[src/rtl/ssp_uart_tx_core.sv]
// ssp_uart_tx_core: parametrised UART transmit engine.
// Power-of-two TX FIFO feeding a start/data/parity/stop serialiser.
// Baud divider, parity mode and stop-bit count are latched per frame.
// Frame start is optionally gated by a synchronised, active-low CTS.
module ssp_uart_tx_core #(
  parameter int pDataWidth  = 8,
  parameter int pFIFO_Depth = 2,
  parameter int pBaudWidth  = 16
) (
  input  logic                  Rst,
  input  logic                  Clk,
  input  logic [pBaudWidth-1:0] Baud_Div,
  input  logic [1:0]            Parity_Mode,
  input  logic                  Stop2,
  input  logic                  CTS_En,
  input  logic                  xCTS,
  input  logic                  WE,
  input  logic [pDataWidth-1:0] DI,
  input  logic                  Ovr_Clr,
  output logic                  TxD,
  output logic                  TxIdle,
  output logic                  TF_Empty,
  output logic                  TF_Full,
  output logic [pFIFO_Depth:0]  TF_Cnt,
  output logic                  Ovr
);

  localparam int Entries = 1 << pFIFO_Depth;
  localparam int PW      = (pFIFO_Depth > 0) ? pFIFO_Depth : 1;
  localparam int IW      = $clog2(pDataWidth);

  typedef enum logic [2:0] {
    ST_IDLE, ST_START, ST_DATA, ST_PARITY, ST_STOP1, ST_STOP2
  } state_t;

  state_t                  state;
  logic [pDataWidth-1:0]   mem [Entries];
  logic [PW-1:0]           wr_ptr, rd_ptr;
  logic [1:0]              cts_sync;
  logic [pBaudWidth-1:0]   bit_cnt, div_l;
  logic [pDataWidth-1:0]   shreg;
  logic [IW-1:0]           bit_idx;
  logic [1:0]              pmode_l;
  logic                    stop2_l;
  logic                    par_bit;

  logic                    wr_acc, pop, cts_ok, bit_end, frame_end;
  logic [pDataWidth-1:0]   head;

  // With a single-entry FIFO the pointer never moves; otherwise it wraps naturally.
  function automatic logic [PW-1:0] ptr_inc(input logic [PW-1:0] p);
    if (Entries == 1) return '0;
    else              return p + 1'b1;
  endfunction

  assign TF_Empty = (TF_Cnt == '0);
  assign TF_Full  = (TF_Cnt == (pFIFO_Depth+1)'(Entries));
  assign TxIdle   = (state == ST_IDLE) && TF_Empty;
  assign head     = mem[rd_ptr];

  // Frame-start decision: pop happens from IDLE or at the end of the last stop bit.
  always_comb begin
    // NOTE: every signal gets a value on every path so no latch is inferred.
    wr_acc    = WE && !TF_Full;
    cts_ok    = !CTS_En || !cts_sync[1];
    bit_end   = (bit_cnt == '0);
    frame_end = bit_end && (((state == ST_STOP1) && !stop2_l) || (state == ST_STOP2));
    pop       = !TF_Empty && cts_ok && ((state == ST_IDLE) || frame_end);
  end

  // Two-flop synchroniser for the asynchronous CTS line (idles deasserted).
  always_ff @(posedge Clk or posedge Rst) begin
    // NOTE: registers use non-blocking assignments so every flop samples pre-edge values.
    if (Rst) cts_sync <= 2'b11;
    else     cts_sync <= {cts_sync[0], xCTS};
  end

  // FIFO storage: written only on an accepted write.
  always_ff @(posedge Clk) begin
    // NOTE: the data array is deliberately not reset; occupancy is tracked by TF_Cnt.
    if (wr_acc) mem[wr_ptr] <= DI;
  end

  // FIFO pointers, occupancy and sticky overflow flag.
  always_ff @(posedge Clk or posedge Rst) begin
    if (Rst) begin
      wr_ptr <= '0;
      rd_ptr <= '0;
      TF_Cnt <= '0;
      Ovr    <= 1'b0;
    end else begin
      if (wr_acc) wr_ptr <= ptr_inc(wr_ptr);
      if (pop)    rd_ptr <= ptr_inc(rd_ptr);
      case ({wr_acc, pop})
        2'b10:   TF_Cnt <= TF_Cnt + 1'b1;
        2'b01:   TF_Cnt <= TF_Cnt - 1'b1;
        default: TF_Cnt <= TF_Cnt;
      endcase
      if (WE && TF_Full) Ovr <= 1'b1;
      else if (Ovr_Clr)  Ovr <= 1'b0;
    end
  end

  // Transmit FSM with registered serial output.
  always_ff @(posedge Clk or posedge Rst) begin
    if (Rst) begin
      state   <= ST_IDLE;
      TxD     <= 1'b1;
      bit_cnt <= '0;
      div_l   <= '0;
      shreg   <= '0;
      bit_idx <= '0;
      pmode_l <= 2'b00;
      stop2_l <= 1'b0;
      par_bit <= 1'b0;
    end else if (pop) begin
      state   <= ST_START;
      TxD     <= 1'b0;
      shreg   <= head;
      bit_cnt <= Baud_Div;
      div_l   <= Baud_Div;
      pmode_l <= Parity_Mode;
      stop2_l <= Stop2;
      case (Parity_Mode)
        2'b01:   par_bit <= ~^head;
        2'b10:   par_bit <= ^head;
        default: par_bit <= 1'b1;
      endcase
    end else if (state != ST_IDLE) begin
      if (!bit_end) begin
        bit_cnt <= bit_cnt - 1'b1;
      end else begin
        bit_cnt <= div_l;
        case (state)
          ST_START: begin
            state   <= ST_DATA;
            TxD     <= shreg[0];
            shreg   <= shreg >> 1;
            bit_idx <= '0;
          end
          ST_DATA: begin
            if (bit_idx == IW'(pDataWidth-1)) begin
              if (pmode_l != 2'b00) begin
                state <= ST_PARITY;
                TxD   <= par_bit;
              end else begin
                state <= ST_STOP1;
                TxD   <= 1'b1;
              end
            end else begin
              TxD     <= shreg[0];
              shreg   <= shreg >> 1;
              bit_idx <= bit_idx + 1'b1;
            end
          end
          ST_PARITY: begin
            state <= ST_STOP1;
            TxD   <= 1'b1;
          end
          ST_STOP1: begin
            state <= stop2_l ? ST_STOP2 : ST_IDLE;
            TxD   <= 1'b1;
          end
          default: begin
            state <= ST_IDLE;
            TxD   <= 1'b1;
          end
        endcase
      end
    end
  end

endmodule

[config.mk]
export PLATFORM = sky130hd
export DESIGN_NAME = ssp_uart_tx_core
export DESIGN_NICKNAME = d
export VERILOG_FILES = /design/src/rtl/ssp_uart_tx_core.sv
export SDC_FILE = /design/constraint.sdc
export NUM_CORES = 1
export LEC_CHECK = 0
export CORE_MARGIN = 4
export CORE_UTILIZATION = 50
export DETAILED_ROUTE_END_ITERATION = 6
export GPL_TIMING_DRIVEN = 1
export HOLD_SLACK_MARGIN = 0.15
export PLACE_DENSITY = 0.74
export SLEW_MARGIN = 15
export SYNTH_ARGS = -nofsm -noshare
export SYNTH_HDL_FRONTEND = slang
export SYNTH_SLANG_ARGS = --single-unit
[constraint.sdc]
create_clock -name Clk -period 2.9 [get_ports Clk]
set_clock_uncertainty 0.2 [all_clocks]
set_input_delay 0.725 -clock Clk [delete_from_list [all_inputs] [get_ports Clk]]
set_output_delay 0.725 -clock Clk [all_outputs]
set_load 0.05 [all_outputs]
==> impl_metrics.tcl <==
set metrics [dict create \
    dr.pass1.iters 6 \
    netlist_instances 400 \
    utilization_pct 60.6 \
    netlist_area_mm2 0.00446 \
    yosysWarnings 0 \
    dieArea_mm2 0.0105 \
    portBuffers 40 \
    synth_async_sr_flop_share_pct 65.6 \
    clk_pin_slew_ns 0.10 \
    viasPerCell 5.41 \
    grt.overflow.total 0 \
    syn2layout_area_growth_pct 18.0 \
    clock_latency_ns 0.36 \
    drive_gt1_share_pct 13.4 \
    pin_count 41 \
    cts_sinks 93 \
    tightest_slew_ns 0.505 \
    cp-start-kind "flip-flop" \
    grt_max_degree 45 \
    gp_congestion 0.881 \
    critPathMaxFanout 3 \
    cp-end-kind "flip-flop" \
    fmaxAchievable_mhz 356 \
    ys_types 50 \
    rows 34 \
    vias 3052 \
    initial_core_util_pct 51.4 \
    cts_hold_buf 0 \
    synthAdderAreaFrac_pct 3.26 \
    ant_nets 0 \
    antenna_found_initial 0 \
    cts-root-buf "clkbuf_8" \
    synth_xor_area_share_pct 4.52 \
    grt_pass1_vias 3110 \
    synth_mux_area_share_pct 6.77 \
    ir_worst_vdd_v 0.000503 \
    setup_ws_ns 0.0947 \
    hpwl_um 5870 \
    rsz0062_at_grt "yes" \
    synth-edff-count 32 \
    arrival_ns 2.88 \
    fp.coreArea_mm2 0.00868 \
    ys_top_cells_by_count "nand2_1, dfrtp_1, edfxtp_1" \
    p_leak_nw 2.26 \
    slew_headroom_pct 66.2 \
    drv_slew 0 \
    synth_area_per_cell_um2 11.1 \
    tritoncts "built" \
    synth_area_leaders "dfrtp_1, edfxtp_1, nand2_1, mux4_2, ha_1" \
    status "finished, final reports clean" \
    grt_pass1_wl_um 14200 \
    syn_nets 444 \
    worstSetupPathType "reg2reg" \
    cts_setup_buffers 0 \
    cts.htree.levels 3 \
    synthFlopType "dfrtp_1" \
    nets 495 \
    die_x_um 102 \
    synth_top_family_by_area "simple AND/OR/NAND/NOR gates" \
    cts_buffers 9 \
    drc 0 \
    maxCapViolCount 0 \
    grtUsageTotal_pct 17.5 \
    antenna_cells 0 \
    synth_seq_cells 93 \
    power_mw 2.98 \
    clk_path_buf_depth 2 \
    period_share_pct 96.7 \
    finalHoldViolations 0 \
    synth_most_common_cell "nand2_1" \
    die_h_um 102 \
    critPathRequiredTime_ns 2.98 \
    powerDensity_mw_per_mm2 567 \
    synth_compound_area_share_pct 10.4 \
    synth_simple_gate_area_share_pct 15.2 \
    totalWireLength_um 8310 \
    setup_viol 0 \
    hold_ws_ns 0.164 \
    routedWlPerCell_um 14.7 \
    synth_top_area_share_pct 32.6 \
    post-place-ws_ns -0.149 \
    yosysTopAreaCell "dfrtp_1" \
    finalCriticalPeriod_ns 2.81 \
    seq_area_frac_synth_pct 55.9 \
    hold_class "reg2reg" \
    drt_iter0_drc 111 \
]
-- worst paths after layout --
path,start,end,slack [ns],cells after the start
setup / recovery,bit_cnt[9],TF_Cnt[2],0.09,11
hold reg to reg,cts_sync[0],cts_sync[1],0.16,0
max in group asynchronous,Rst,TxD,1.41,3
setup reg to reg,bit_cnt[9],TF_Cnt[2],0.09,11
hold / removal,cts_sync[0],cts_sync[1],0.16,0
min in group asynchronous,Rst,stop2_l,0.47,2
-- layout by cell type, fill, tap and decap left out, types with 3 or more instances in the layout --
cell type,Yosys,final
a21oi_1,5,5
a31oi_1,12,12
and2_1,7,7
buf_4,2,19
clkbuf_8,0,9
clkdlybuf4s50_1,0,37
dfrtp_1,58,58
dfstp_2,3,3
edfxtp_1,32,32
ha_1,10,9
inv_1,14,12
mux2i_1,11,11
mux4_2,8,8
nand2_1,79,79
nand3_1,3,3
nor2_1,29,29
nor3_1,12,11
nor4_1,4,4
o211ai_1,10,10
o21ai_0,14,13
o21ai_1,8,9
o31ai_1,3,3
or3_1,5,5
xnor2_1,14,14
xor2_1,9,9
-- state kept, by name, indices dropped and copies added (netlist names) --
| signal | flops |
|---|---|
| cts_sync | 2 |
| TxD | 1 |
| wr_ptr | 2 |
| par_bit | 1 |
| bit_idx | 3 |
| div_l | 16 |
| Ovr | 1 |
| shreg | 8 |
| TF_Cnt | 3 |
| bit_cnt | 16 |
| state | 3 |
| pmode_l | 2 |
| stop2_l | 1 |
| rd_ptr | 2 |
| mem | 32 |
-- cell families (layout without fill, tap and decap cells) --
kind of cell / Yosys count / in the layout
adder cells (fa/ha/maj): 11 / 11
AND/OR/NAND/NOR: 150 / 150
buffers and inverters: 35 / 91
XOR/XNOR: 23 / 23
AO/OA/AOI/OAI: 68 / 68
flip-flops: 93 / 93
multiplexers: 20 / 20
-- timing repair --
item	in CTS	in global routing
setup endpoints to repair	1	7
gates cloned	0	0
gates resized for setup	1	2
-- area by class of cell --
class	count	area [µm²]
Fill cell	737	3420
Sequential cell	93	2490
Multi-Input combinational cell	272	1820
Timing Repair Buffer	60	574
Tap cell	108	135
Clock buffer	9	124
Clock inverter	7	57.6
Inverter	15	57.6
-- worst max-delay path: stages, from the launching register on --
cell	delay [ns]
dfrtp_1	0.40
or3_4	0.41
or4_4	0.45
nor3_4	0.17
o21ai_2	0.11
clkinv_2	0.09
ha_4	0.13
inv_2	0.03
fa_2	0.32
xor2_1	0.15
nor2_1	0.12
xor2_1	0.15
-- power by group --
| group | switching, mW | total, mW | internal [mW] |
|---|---|---|---|
| Sequential | 0.0649 | 1.57 | 1.50 |
| Clock | 0.475 | 0.799 | 0.324 |
| Combinational | 0.365 | 0.616 | 0.251 |
-- metal layers --
metal | wire [µm] | up-vias | share of wire (%) | GRT usage, %
met5 | 0 | - | 0 | 0
met4 | 138 | 0 | 1.7 | 6.76
met3 | 354 | 14 | 4.3 | 3.21
met2 | 4150 | 52 | 50 | 30.9
met1 | 3670 | 1475 | 44 | 21.2
li1 | - | 1511 | - | -
-- per-stage QoR --
step	instance area, µm²	std cells	TNS (ns)
after global routing	5260	564	-0.100
after floorplan	4490	400	-0.253
after global placement	5080	548	-0.0691
final	5260	564	0
after detailed placement	5080	548	-0.982
after CTS	5260	564	0
(Power assumes the default switching activity.)
